**config.mk**
```make
export PLATFORM = sky130hd
export DESIGN_NAME = imem_access_arbiter
export DESIGN_NICKNAME = d
export VERILOG_FILES = /design/src/rtl/imem_access_arbiter.sv
export SDC_FILE = /design/constraint.sdc
export NUM_CORES = 1
export LEC_CHECK = 0
export CAP_MARGIN = 40
export CORE_MARGIN = 2
export CORE_UTILIZATION = 37
export DETAILED_ROUTE_END_ITERATION = 7
export PLACE_DENSITY = 0.91
export SETUP_SLACK_MARGIN = 0.4
export SYNTH_ARGS = -nofsm -noshare
export SYNTH_HDL_FRONTEND = slang
export SYNTH_SLANG_ARGS = --single-unit
```
**constraint.sdc**
```tcl
create_clock -name clk -period 2.42 [get_ports clk]
set_input_delay 0.484 -clock clk [delete_from_list [all_inputs] [get_ports clk]]
set_output_delay 0.484 -clock clk [all_outputs]
set_load 0.05 [all_outputs]
```
**src/rtl/imem_access_arbiter.sv**
```systemverilog
// Instruction-memory port arbiter: the core fetch and the loader/debug port share one port; the core is stalled until boot completes.
// Optional macro IMEM_WRITE_PROTECT_EN adds ld_err and blocks loader writes while in RUN.
module imem_access_arbiter #(
  parameter int INS_ADDRESS  = 9,
  parameter int INS_W        = 32,
  parameter int STARVE_LIMIT = 4
) (
  input  logic                   clk,
  input  logic                   reset,
  input  logic                   fetch_req,
  input  logic [INS_ADDRESS-1:0] fetch_addr,
  output logic                   fetch_stall,
  output logic                   fetch_valid,
  output logic [INS_W-1:0]       fetch_data,
  input  logic                   ld_req,
  input  logic                   ld_we,
  input  logic [INS_ADDRESS-1:0] ld_addr,
  input  logic [INS_W-1:0]       ld_wdata,
  input  logic                   boot_done,
  output logic                   ld_gnt,
  output logic                   ld_rvalid,
  output logic [INS_W-1:0]       ld_rdata,
`ifdef IMEM_WRITE_PROTECT_EN
  output logic                   ld_err,
`endif
  output logic [INS_ADDRESS-1:0] mem_addr,
  output logic                   mem_we,
  output logic [INS_W-1:0]       mem_wdata,
  input  logic [INS_W-1:0]       mem_rdata
);

  localparam int CNT_W = $clog2(STARVE_LIMIT + 1);
  localparam logic [CNT_W-1:0] CNT_LIMIT = CNT_W'(STARVE_LIMIT);

  typedef enum logic {BOOT, RUN} state_t;

  state_t           state;
  logic [CNT_W-1:0] starve_cnt;
  logic             fetch_gnt;
  logic             wp_block;

`ifdef IMEM_WRITE_PROTECT_EN
  assign wp_block = (state == RUN);
`else
  assign wp_block = 1'b0;
`endif

  // Grant decision: fetch wins in RUN unless the loader has waited STARVE_LIMIT cycles.
  always_comb begin
    fetch_gnt   = 1'b0;
    ld_gnt      = 1'b0;
    fetch_stall = 1'b1;
    if (state == BOOT) begin
      ld_gnt = ld_req;
    end else if (ld_req && (!fetch_req || starve_cnt == CNT_LIMIT)) begin
      ld_gnt      = 1'b1;
      fetch_stall = fetch_req;
    end else begin
      fetch_gnt   = fetch_req;
      fetch_stall = 1'b0;
    end
  end

  always_comb begin
    mem_addr  = '0;
    mem_we    = 1'b0;
    mem_wdata = '0;
    if (fetch_gnt) begin
      mem_addr = fetch_addr;
    end else if (ld_gnt) begin
      mem_addr  = ld_addr;
      mem_we    = ld_we & ~wp_block;
      mem_wdata = ld_wdata;
    end
  end

  // Read return stage: memory data captured at the grant edge, valid one cycle later.
  always_ff @(posedge clk) begin
    if (!reset) begin
      state       <= BOOT;
      starve_cnt  <= '0;
      fetch_valid <= 1'b0;
      fetch_data  <= '0;
      ld_rvalid   <= 1'b0;
      ld_rdata    <= '0;
`ifdef IMEM_WRITE_PROTECT_EN
      ld_err      <= 1'b0;
`endif
    end else begin
      if (state == BOOT && boot_done)
        state <= RUN;
      if (state == RUN && fetch_gnt && ld_req)
        starve_cnt <= starve_cnt + CNT_W'(1);
      else
        starve_cnt <= '0;
      fetch_valid <= fetch_gnt;
      if (fetch_gnt)
        fetch_data <= mem_rdata;
      ld_rvalid <= ld_gnt & ~ld_we;
      if (ld_gnt && !ld_we)
        ld_rdata <= mem_rdata;
`ifdef IMEM_WRITE_PROTECT_EN
      ld_err <= ld_gnt & ld_we & wp_block;
`endif
    end
  end

endmodule

```
# == Word level (Yosys, flattened, before mapping) ==
# Cells that the tools add are included.
# word_totals
reg_bits,70
output_inout_bits,110
# classes
add_sub_neg,1
muxes,12
n_eq_ne,1
n_reduce_logical,9
n_bitwise,3
# ops
operator,n
two-way mux 32 bit,2
two-way mux 9 bit,2
two-way mux 1 bit,8
logical AND 1 bit,5
adder 3 x 1 -> 3 bit (second input constant),1
== test 3 bit (second input constant),1
logical NOT 1 bit,2
inverter 1 bit,2
AND reduction 2 bit,1
AND 1 bit,1
logical OR 1 bit,1

# == Longest topological paths before layout ==
# logic_depth
word_depth,8
depth_mapped,7

# == Least setup slack after synthesis ==
# No wires, ideal clock.
# synth_timing
kind,input -> output
from,in fetch_req
to,out mem_wdata[15]
path_slack_ns,-0.067
arrival_ns,2.003
t_required_ns,1.936
path_buffers,1
stages,4
cell_sequence,and2_4 -> a21oi_2 -> clkbuf_1 -> and2_1
# synth_between
elab_chain_len,7
# synth_rtl
item,line,source
from (decl),10,"input logic fetch_req,"
logical NOT 1 bit,55,end else if (ld_req && (!fetch_req || starve_cnt == CNT_LIMIT)) begin
logical OR 1 bit,55,
logical AND 1 bit,55,
two-way mux 1 bit,55,
two-way mux 1 bit,53,if (state == BOOT) begin
net ld_gnt,20,"output logic ld_gnt,"
two-way mux 32 bit,70,end else if (ld_gnt) begin
two-way mux 32 bit,68,if (fetch_gnt) begin
to (decl),28,"output logic [INS_W-1:0] mem_wdata,"
# The timed path passes the listed nets, and every way through them passes these cells.

# == Worst setup path after layout ==
# layout_timing
from,reg starve_cnt[0]
to,out mem_wdata[25]
# layout_between
elab_chain_len,7
# layout_rtl
item,line,source
from (decl),38,logic [CNT_W-1:0] starve_cnt;
from (signal assigned),93,starve_cnt <= starve_cnt + CNT_W'(1);
== test 3 bit *,55,
logical OR 1 bit *,55,
logical AND 1 bit *,55,
two-way mux 1 bit,55,
two-way mux 1 bit,53,
two-way mux 32 bit,70,
two-way mux 32 bit *,68,
# Mark *: on every way between the ends. The rest lies on a longest branch, timed or not.

==> flow_summary.yaml <==
timing:
  fmax_mhz: 435
  relSlewSlack_pct: 59.1
  finalHoldViolCount: 0
  skew_ns: 0.00897
  period_minus_slack_ns: 2.30
  fin_crit_sh_pct: 95.0
  rsz0062_at_grt: "true"
  slew_violations: 0
  worst_pin_slew_ns: 0.616
  setup_viol: 0
  final.setup.tns_ns: 0
logic_synthesis:
  synthMostInstantiatedCell: "nand2_1"
  yosysTopAreaCellShare_pct: 47.5
  synth_edf_count: 0
  synth_top_family_by_area: "multiplexers"
  synth_xor_area_share_pct: 0.297
  synthDistinctLibCells: 18
  syn-num-nets: 406
  ys_warn_count: 0
  synth_cells: 316
  synth_seq_cells: 70
  async_flop_share_pct: 0
  synth-adder-area-share_pct: 0.848
  synth_area_sq_um: 2950
  synthMuxAreaShare_pct: 21.7
  synth_top_area_cell: "dfxtp_1"
  ys.flop_type: "dfxtp_1"
  synth_area_leaders: "dfxtp_1 47%, mux2i_1 22%, nand2_1 12%, and2_1 7.4%, a22o_1 2.7%"
  syn_avg_cell_area_sq_um: 9.34
  synth-compound-area-share_pct: 4.16
  synth-simple-area-share_pct: 21.1
  seq_area_frac_synth_pct: 47.5
  ys_top_cells_by_count: "97 x nand2_1, 70 x dfxtp_1, 64 x mux2i_1"
route:
  initialDrtViolationCount: 125
  dr_total_vias: 3146
  drc: 0
  viasPerCell: 4.95
  ant_nets: 0
  wl_per_cell_um: 19.8
  finalWirelength_um: 12600
  dr.pass1.iters: 4
cells_and_area:
  final_cells: 636
  diodes: 0
  seqCellArea_sq_um: 1400
  layout-drive-gt1-share_pct: 26.2
  final_nets: 620
  n_fill_cell: 427
  multi_input_area_sq_um: 1600
  area_growth_syn_to_layout_pct: 109
clock_tree:
  cts_made_buffers: 9
  h-tree-depth: 3
  cts.sinks: 70
  insertion_delay_ns: 0.34
  path_clk_slew_ns: 0.08
  cts_max_path_buffers: 2
  cts_tree: "done"
  root_buffer: "clkbuf_8"
  holdBufCountCts: 0
pwr:
  power_density_nw_per_um2: 536
  ir_drop_mv: 0.484
  p_leak_nw: 2.77
critical_path:
  reg2reg_to: "ld_rdata[30]$_SDFFE_PN0P_"
  reg2reg_depth: 9
  crit_end: "mem_wdata[25]"
  crit_type: "reg -> out"
  crit_path_end_kind: "primary output"
  start_kind: "flip-flop"
  worstPathMaxFanout: 8
  rrSetupSlack_ns: 0.39
  startpoint: "starve_cnt[0]$_SDFF_PN0_"
  required_ns: 1.94
  timing.rr.start: "starve_cnt[0]$_SDFF_PN0_"
  arrival_ns: 1.82
global_routing:
  gr-total-overflow: 0
  grt_pass1_wl_um: 18200
  track_usage_pct: 27.4
  first_global_vias: 3334
  grt_start_max_net_pins: 49
  antenna_found_initial: 0
placed_design:
  portBuffers: 197
  dp_hpwl_um: 8000
  place_congestion: 0.754
  dp.cells: 600
min_path:
  hold_depth: 2
  hp-class: "reg -> reg"
  hold_start: "fetch_data[4]$_SDFFE_PN0N_"
floorplan:
  die_x_um: 93.3
  die_h_um: 93.3
  initial_core_util_pct: 38.2
  io_pins: 198
  core_area_sq_um: 7730
  dieArea_sq_um: 8700
  num_rows: 32
status:
  outcome: "finished clean"
run:
  drv_cap: 0
-- cell type report --
type | count | share of cell area [%]
clock buffers | 11 | 2.29
clock inverters | 4 | 0.770
inverters | 4 | 0.243
multi-input cells | 219 | 26.0
flip-flops and latches | 70 | 22.7
well taps | 102 | 2.07
repair buffers | 226 | 45.9
-- cell usage in the layout (no fill, tap or decap), types with 2 or more instances in the layout --
cell / netlist / final
inv_2: 0 / 3
dfxtp_1: 70 / 68
buf_16: 0 / 4
dlymetal6s2s_1: 0 / 18
buf_4: 0 / 13
buf_6: 3 / 6
a22o_4: 0 / 8
clkinv_2: 0 / 2
buf_12: 0 / 49
clkbuf_8: 0 / 10
nand4_1: 2 / 2
clkdlybuf4s50_1: 0 / 130
dlygate4sd2_1: 0 / 4
and2_4: 1 / 34
nor2_1: 3 / 3
and2_1: 35 / 2
nand2_1: 97 / 97
mux2i_1: 64 / 64
dfxtp_2: 0 / 2
-- logic make-up (layout without fill, tap and decap cells) --
group | count (synthesis) | after routing
and+or+nand+nor | 139 | 139
AOI/OAI and AO/OA | 13 | 13
muxes | 64 | 64
xor gates and xnor gates | 1 | 1
adders and majority gates | 2 | 2
buffers and inverters | 27 | 245
DFF | 70 | 70
-- worst min-delay path by stage --
stage,to
4_1_cts,fetch_data[4]$_SDFFE_PN0N_
6_report,fetch_data[4]$_SDFFE_PN0N_
3_5_place_dp,starve_cnt[0]$_SDFF_PN0_
2_1_floorplan,starve_cnt[0]$_SDFF_PN0_
3_3_place_gp,starve_cnt[0]$_SDFF_PN0_
5_1_grt,fetch_data[19]$_SDFFE_PN0N_
-- power breakdown --
group / internal, mW / leakage [nW] / total (mW) / switching (mW)
Combinational: 0.550 / 2.10 / 1.16 / 0.606
Clock: 0.496 / 0.0952 / 0.919 / 0.424
Sequential: 1.21 / 0.572 / 1.23 / 0.0291
Total: 2.25 / 2.77 / 3.31 / 1.06
-- critical path, stage by stage, from the launching register on --
cell and delay, ns:
dfxtp_2 0.33, inv_2 0.06, ha_4 0.15, nand2_4 0.06
a21oi_4 0.20, buf_6 0.16, buf_12 0.11, buf_16 0.11
and2_4 0.16, buf_12 0.13
-- metrics by stage --
stage	util, %	area (sq um)	hold slack, ns	worst slack, ns	power [mW]
finish	79.9	6180	0.458	0.121	3.31
global route	79.9	6180	0.479	0.0714	3.42
CTS	78.2	6040	0.459	0.132	3.29
detailed placement	71.4	5520	0.443	0.0402	2.30
global placement	71.4	5520	0.427	0.0714	2.28
floorplan	-	3000	0.417	0.418	1.79
-- timing repair --
action	4_1_cts	5_1_grt
pin swaps	23	13
setup buffers	14	3
gates cloned	4	0
resized for setup	61	25
endpoints found under the setup margin	45	61
-- state kept, by name, indices dropped and copies added, names as in the netlist --
name / count
fetch_data: 32
fetch_valid: 1
ld_rdata: 32
ld_rvalid: 1
starve_cnt: 3
state: 1
-- per-layer routing --
layer / share of wire, % / up-vias / track usage, % / routed length [um]
li1: - / 1456 / - / -
met1: 36 / 1488 / 29.4 / 4490
met2: 51 / 169 / 49.8 / 6460
met3: 8.6 / 33 / 7.41 / 1080
met4: 4.3 / 0 / 12.3 / 537
met5: 0 / - / 0 / 0
No activity file was read; power rests on OpenSTA's default activity.
